`src/rtl/vga_mode_scheduler.sv`:
```
// Frame-aligned pattern-mode sequencer: mode, mode_chg and gray_out update on the edge that samples frame_start (1 clk).
// No backpressure: requests accumulate in a saturating signed pending counter until frame boundaries drain them.
module vga_mode_scheduler #(
    parameter int NUM_MODES   = 4,
    parameter int AUTO_FRAMES = 120,
    parameter int PEND_MAX    = 3
) (
    input  logic              clk,
    input  logic              rst,
    input  logic              frame_start,
    input  logic              next_req,
    input  logic              prev_req,
    input  logic              gray_req,
    input  logic              auto_en,
    output logic [1:0]        mode,
    output logic              mode_chg,
    output logic              gray_out,
    output logic signed [2:0] pend
);

    typedef enum logic [1:0] {S_IDLE, S_WAIT, S_STEP} state_t;

    localparam logic [1:0]        MODE_LAST = 2'(NUM_MODES - 1);
    localparam logic [7:0]        AUTO_LAST = 8'(AUTO_FRAMES - 1);
    localparam logic signed [3:0] PMAX      = 4'(PEND_MAX);
    localparam logic signed [3:0] PMIN      = -4'(PEND_MAX);

    state_t            state, state_nxt;
    logic [7:0]        auto_cnt, auto_cnt_nxt;
    logic [1:0]        mode_nxt;
    logic signed [2:0] pend_nxt;
    logic signed [3:0] acc;
    logic              pend_zero, user_step, auto_hit, step_up, step_dn, step;

    always_comb begin
        pend_zero    = (pend == 3'sd0);
        user_step    = frame_start && !pend_zero;
        auto_hit     = frame_start && pend_zero && auto_en && !next_req && !prev_req
                       && (auto_cnt == AUTO_LAST);
        step_up      = auto_hit || (user_step && !pend[2]);
        step_dn      = user_step && pend[2];
        step         = step_up || step_dn;

        // Drain one step first using the pre-cycle count, then add the new request, then clamp.
        acc = {pend[2], pend};
        if (step_up && !auto_hit) acc = acc - 4'sd1;
        if (step_dn)              acc = acc + 4'sd1;
        if (next_req && !prev_req) acc = acc + 4'sd1;
        if (prev_req && !next_req) acc = acc - 4'sd1;
        if (acc > PMAX) acc = PMAX;
        if (acc < PMIN) acc = PMIN;
        pend_nxt = acc[2:0];

        mode_nxt = mode;
        if (step_up)      mode_nxt = (mode == MODE_LAST) ? 2'd0 : mode + 2'd1;
        else if (step_dn) mode_nxt = (mode == 2'd0) ? MODE_LAST : mode - 2'd1;

        auto_cnt_nxt = auto_cnt;
        if (!auto_en || next_req || prev_req || auto_hit) auto_cnt_nxt = 8'd0;
        else if (frame_start && pend_zero)                auto_cnt_nxt = auto_cnt + 8'd1;
    end

    always_comb begin
        state_nxt = state;
        case (state)
            S_IDLE: begin
                if (step)                   state_nxt = S_STEP;
                else if (pend_nxt != 3'sd0) state_nxt = S_WAIT;
            end
            S_WAIT: begin
                if (step)                   state_nxt = S_STEP;
                else if (pend_nxt == 3'sd0) state_nxt = S_IDLE;
            end
            S_STEP: begin
                if (step)                   state_nxt = S_STEP;
                else if (pend_nxt != 3'sd0) state_nxt = S_WAIT;
                else                        state_nxt = S_IDLE;
            end
            default: state_nxt = S_IDLE;
        endcase
    end

    always_ff @(posedge clk or posedge rst) begin
        if (rst) begin
            state    <= S_IDLE;
            mode     <= 2'd0;
            pend     <= 3'sd0;
            auto_cnt <= 8'd0;
            gray_out <= 1'b0;
        end else begin
            state    <= state_nxt;
            mode     <= mode_nxt;
            pend     <= pend_nxt;
            auto_cnt <= auto_cnt_nxt;
            if (frame_start) gray_out <= gray_req;
        end
    end

    assign mode_chg = (state == S_STEP);

endmodule

```
`config.mk`:
```
export PLATFORM = sky130hd
export DESIGN_NAME = vga_mode_scheduler
export DESIGN_NICKNAME = d
export VERILOG_FILES = /design/src/rtl/vga_mode_scheduler.sv
export SDC_FILE = /design/constraint.sdc
export NUM_CORES = 1
export LEC_CHECK = 0
export CAP_MARGIN = 40
export CORE_UTILIZATION = 49
export DETAILED_ROUTE_END_ITERATION = 10
export PLACE_DENSITY = 0.71
export SETUP_SLACK_MARGIN = 0.02
export SLEW_MARGIN = 20
export SYNTH_ARGS = -nofsm -noshare
export SYNTH_HDL_FRONTEND = slang
export SYNTH_SLANG_ARGS = --single-unit
export TNS_END_PERCENT = 1
```
`constraint.sdc`:
```
create_clock -name clk -period 3.8 [get_ports clk]
set_clock_uncertainty 0.2 [all_clocks]
set_input_delay 0.76 -clock clk [delete_from_list [all_inputs] [get_ports clk]]
set_output_delay 0.76 -clock clk [all_outputs]
set_load 0.005 [all_outputs]
```
==> impl_metrics.yaml <==
die:
  start_util: 0.525
  die_area_sq_um: 2590
  ios: 14
  die_h_um: 50.9
  core_sq_um: 2230
  die_x_um: 50.9
  placementRows: 17
global_route:
  grt_pass1_vias: 937
  overflow: 0
  grt_usage: 0.205
  grt_max_degree: 17
  grt_antenna_before_repair: 0
  grt_first_pass_wirelength_um: 3930
synthesis:
  async_flop_share: 1.00
  ys.flop_type: "dfrtp_1"
  yosys_warnings: 0
  synth_cells: 125
  synth_edf_count: 0
  ys_ff_latch: 16
  ys_seq_area_frac: 0.341
  synth.largest_area_cell: "dfrtp_1"
  ys_top_cells_by_area: "dfrtp_1 (34%), ha_1 (8.5%), nor2_1 (6.1%)"
  syn_nets: 140
  mappedNetlistArea_sq_um: 1170
  synth.distinct_cells: 46
  synth_top_area_frac: 0.341
  avgSynthCellArea_sq_um: 9.39
power:
  pwr-share-seq: 0.241
  power.leakage_nw: 0.631
  combPwrFrac: 0.669
  clkPwrFrac: 0.089
  p_per_area_nw_per_um2: 702
  peakVddDrop_v: 0.000481
  p_sw_frac: 0.408
  p_int_uw: 586
  power_uw: 990
  p_switching_uw: 404
clocking:
  cts_root_buf: "clkbuf_4"
  cts_made_buffers: 3
  clk_path_buf_depth: 2
  cts.clk_slew.worst_paths_ps: 80
  hold_buffers: 0
  htree_levels: 1
  clock_latency_ps: 290
  clock_sinks: 16
  cts_tree: "built"
layout:
  nets: 164
  synthToLayoutAreaGrowth_pct: 20.3
  layout_common_cells: "nor2_1 (19), dfrtp_1 (16), clkdlybuf4s50_1 (13)"
  design_area_sq_um: 1410
  fin_util: 0.632
  layout_commonest_cell: "nor2_1"
  drive_above_1_share: 0.177
  fin_cells: 175
  diodes: 0
timing:
  final_hold_viol_count: 0
  min_period_ps: 3640
  tightestPinTransition_ps: 616
  setup_tns_ps: 0
  timing.final.ws_setup_ps: 159
  holdWs_ps: 280
  max_slew_margin: 0.589
  setup_viol_count_final: 0
  finalMaxSlewViolations: 0
  max_freq_mhz: 275
  rsz0062_at_grt: "false"
  final.period_utilization: 0.958
critical_path:
  crit_chain: "clkdlybuf4s50_1 > or3b_4 > nand2_1 > o21ai_0 > ha_1 > o21ai_2 > nor2_1 > ha_1 > a21oi_1 > ha_1 > a22oi_1 > xor2_1 > and3_1 > mux2i_1"
  crit_slowest_cell: "clkdlybuf4s50_1"
  criticalPathCategory: "in -> reg"
  crit_required_ps: 3760
  arrival_ps: 3600
  crit_path_end_kind: "register"
  cpMostUsedCell: "ha_1"
  worstPathMaxFanout: 3
  max_stage_delay_ps: 480
  worstSetupStartpointType: "primary input"
hold_path:
  hold_path_class: "reg -> reg"
route:
  vias: 943
  drcViolationCount: 0
  antenna_left: 0
  detail_route.iter0.violations: 16
  via_per_inst: 5.39
  routed_wl_um: 2280
  wire_per_inst_um: 13.0
  first_pass_iters: 4
run_status:
  status: "finished clean"
placed_design:
  routabilityCongestion: 0.815
  placed_cell_area_sq_um: 1370
  place_inst: 171
  dpl.hpwl_um: 1810
  portBuffers: 13
  pre_cts_slack_ps: -172
flow_run:
  cap_viol_max_count: 0
==> worst paths after layout <==
check,start,endpoint,slack (ps),depth (start not counted)
worst max-delay path,frame_start,pend[0],160,14
worst min-delay path,state[1],state[1],280,1
worst max register to register,pend[0],pend[0],320,15
worst min register to register,state[1],state[1],280,1
max in group asynchronous,rst,pend[0],2360,2
min in group asynchronous,rst,auto_cnt[5],640,2
==> final cells by class <==
type                    instances  area (sq um)
clock buffers                   3          22.5
flip-flops and latches         16           400
well taps                      28          35.0
multi-input cells              99           733
inverters                       8          30.0
fillers                       195           822
repair buffers                 21           190
==> flip-flops by register name, indices dropped and copies added (netlist names) <==
| register | count |
|---|---|
| auto_cnt | 8 |
| state | 2 |
| pend | 3 |
| gray_out | 1 |
| mode | 2 |
==> per-layer routing <==
| layer | wire (um) | GRT usage | vias up |
|---|---|---|---|
| li1 | - | - | 480 |
| met1 | 1010 | 0.223 | 445 |
| met2 | 1190 | 0.390 | 14 |
| met3 | 57 | 0.0446 | 4 |
| met4 | 23 | 0.0556 | 0 |
| met5 | 0 | 0 | - |
==> what timing repair did <==
action / in CTS / in global routing
setup buffers: 0 / 1
setup endpoints to repair: 0 / 3
resized for setup: 0 / 5
==> cell families (layout without fill, tap and decap cells) <==
family / Yosys count / in the layout / synth area share
multiplexers: 4 / 4 / 0.0384
flip-flops: 16 / 16 / 0.341
adder cells (fa/ha/maj): 9 / 9 / 0.0949
AND/OR/NAND/NOR: 53 / 53 / 0.251
XOR/XNOR: 11 / 11 / 0.0885
buffers and inverters: 10 / 32 / 0.0448
AO/OA/AOI/OAI: 22 / 22 / 0.142
==> cells in the mapped netlist, types with 3 or more instances <==
cell type  number
nor2_1         19
dfrtp_1        16
nand2_1        10
ha_1            8
inv_1           8
xor2_1          7
a21oi_1         6
o21ai_0         5
nor2b_1         3
xnor2_1         3
==> power groups by stage <==
stage | combinational, mW | sequential, mW | clock, mW
after floorplan | 0.420 | 0.247 | 0
after global placement | 0.599 | 0.242 | 0
after detailed placement | 0.619 | 0.242 | 0
after CTS | 0.624 | 0.239 | 0.0938
after global routing | 0.740 | 0.245 | 0.0977
final | 0.663 | 0.239 | 0.0886
==> worst max-delay path, delay by kind of cell <==
kind                       cells  cell delay, ps
buffers and inverters          1             480
muxes                          1              70
adders and majority gates      3             810
xor gates and xnor gates       1             250
and+or+nand+nor                4             740
AOI/OAI and AO/OA              4             500
Note: power is estimated with default switching activity, not from simulation.
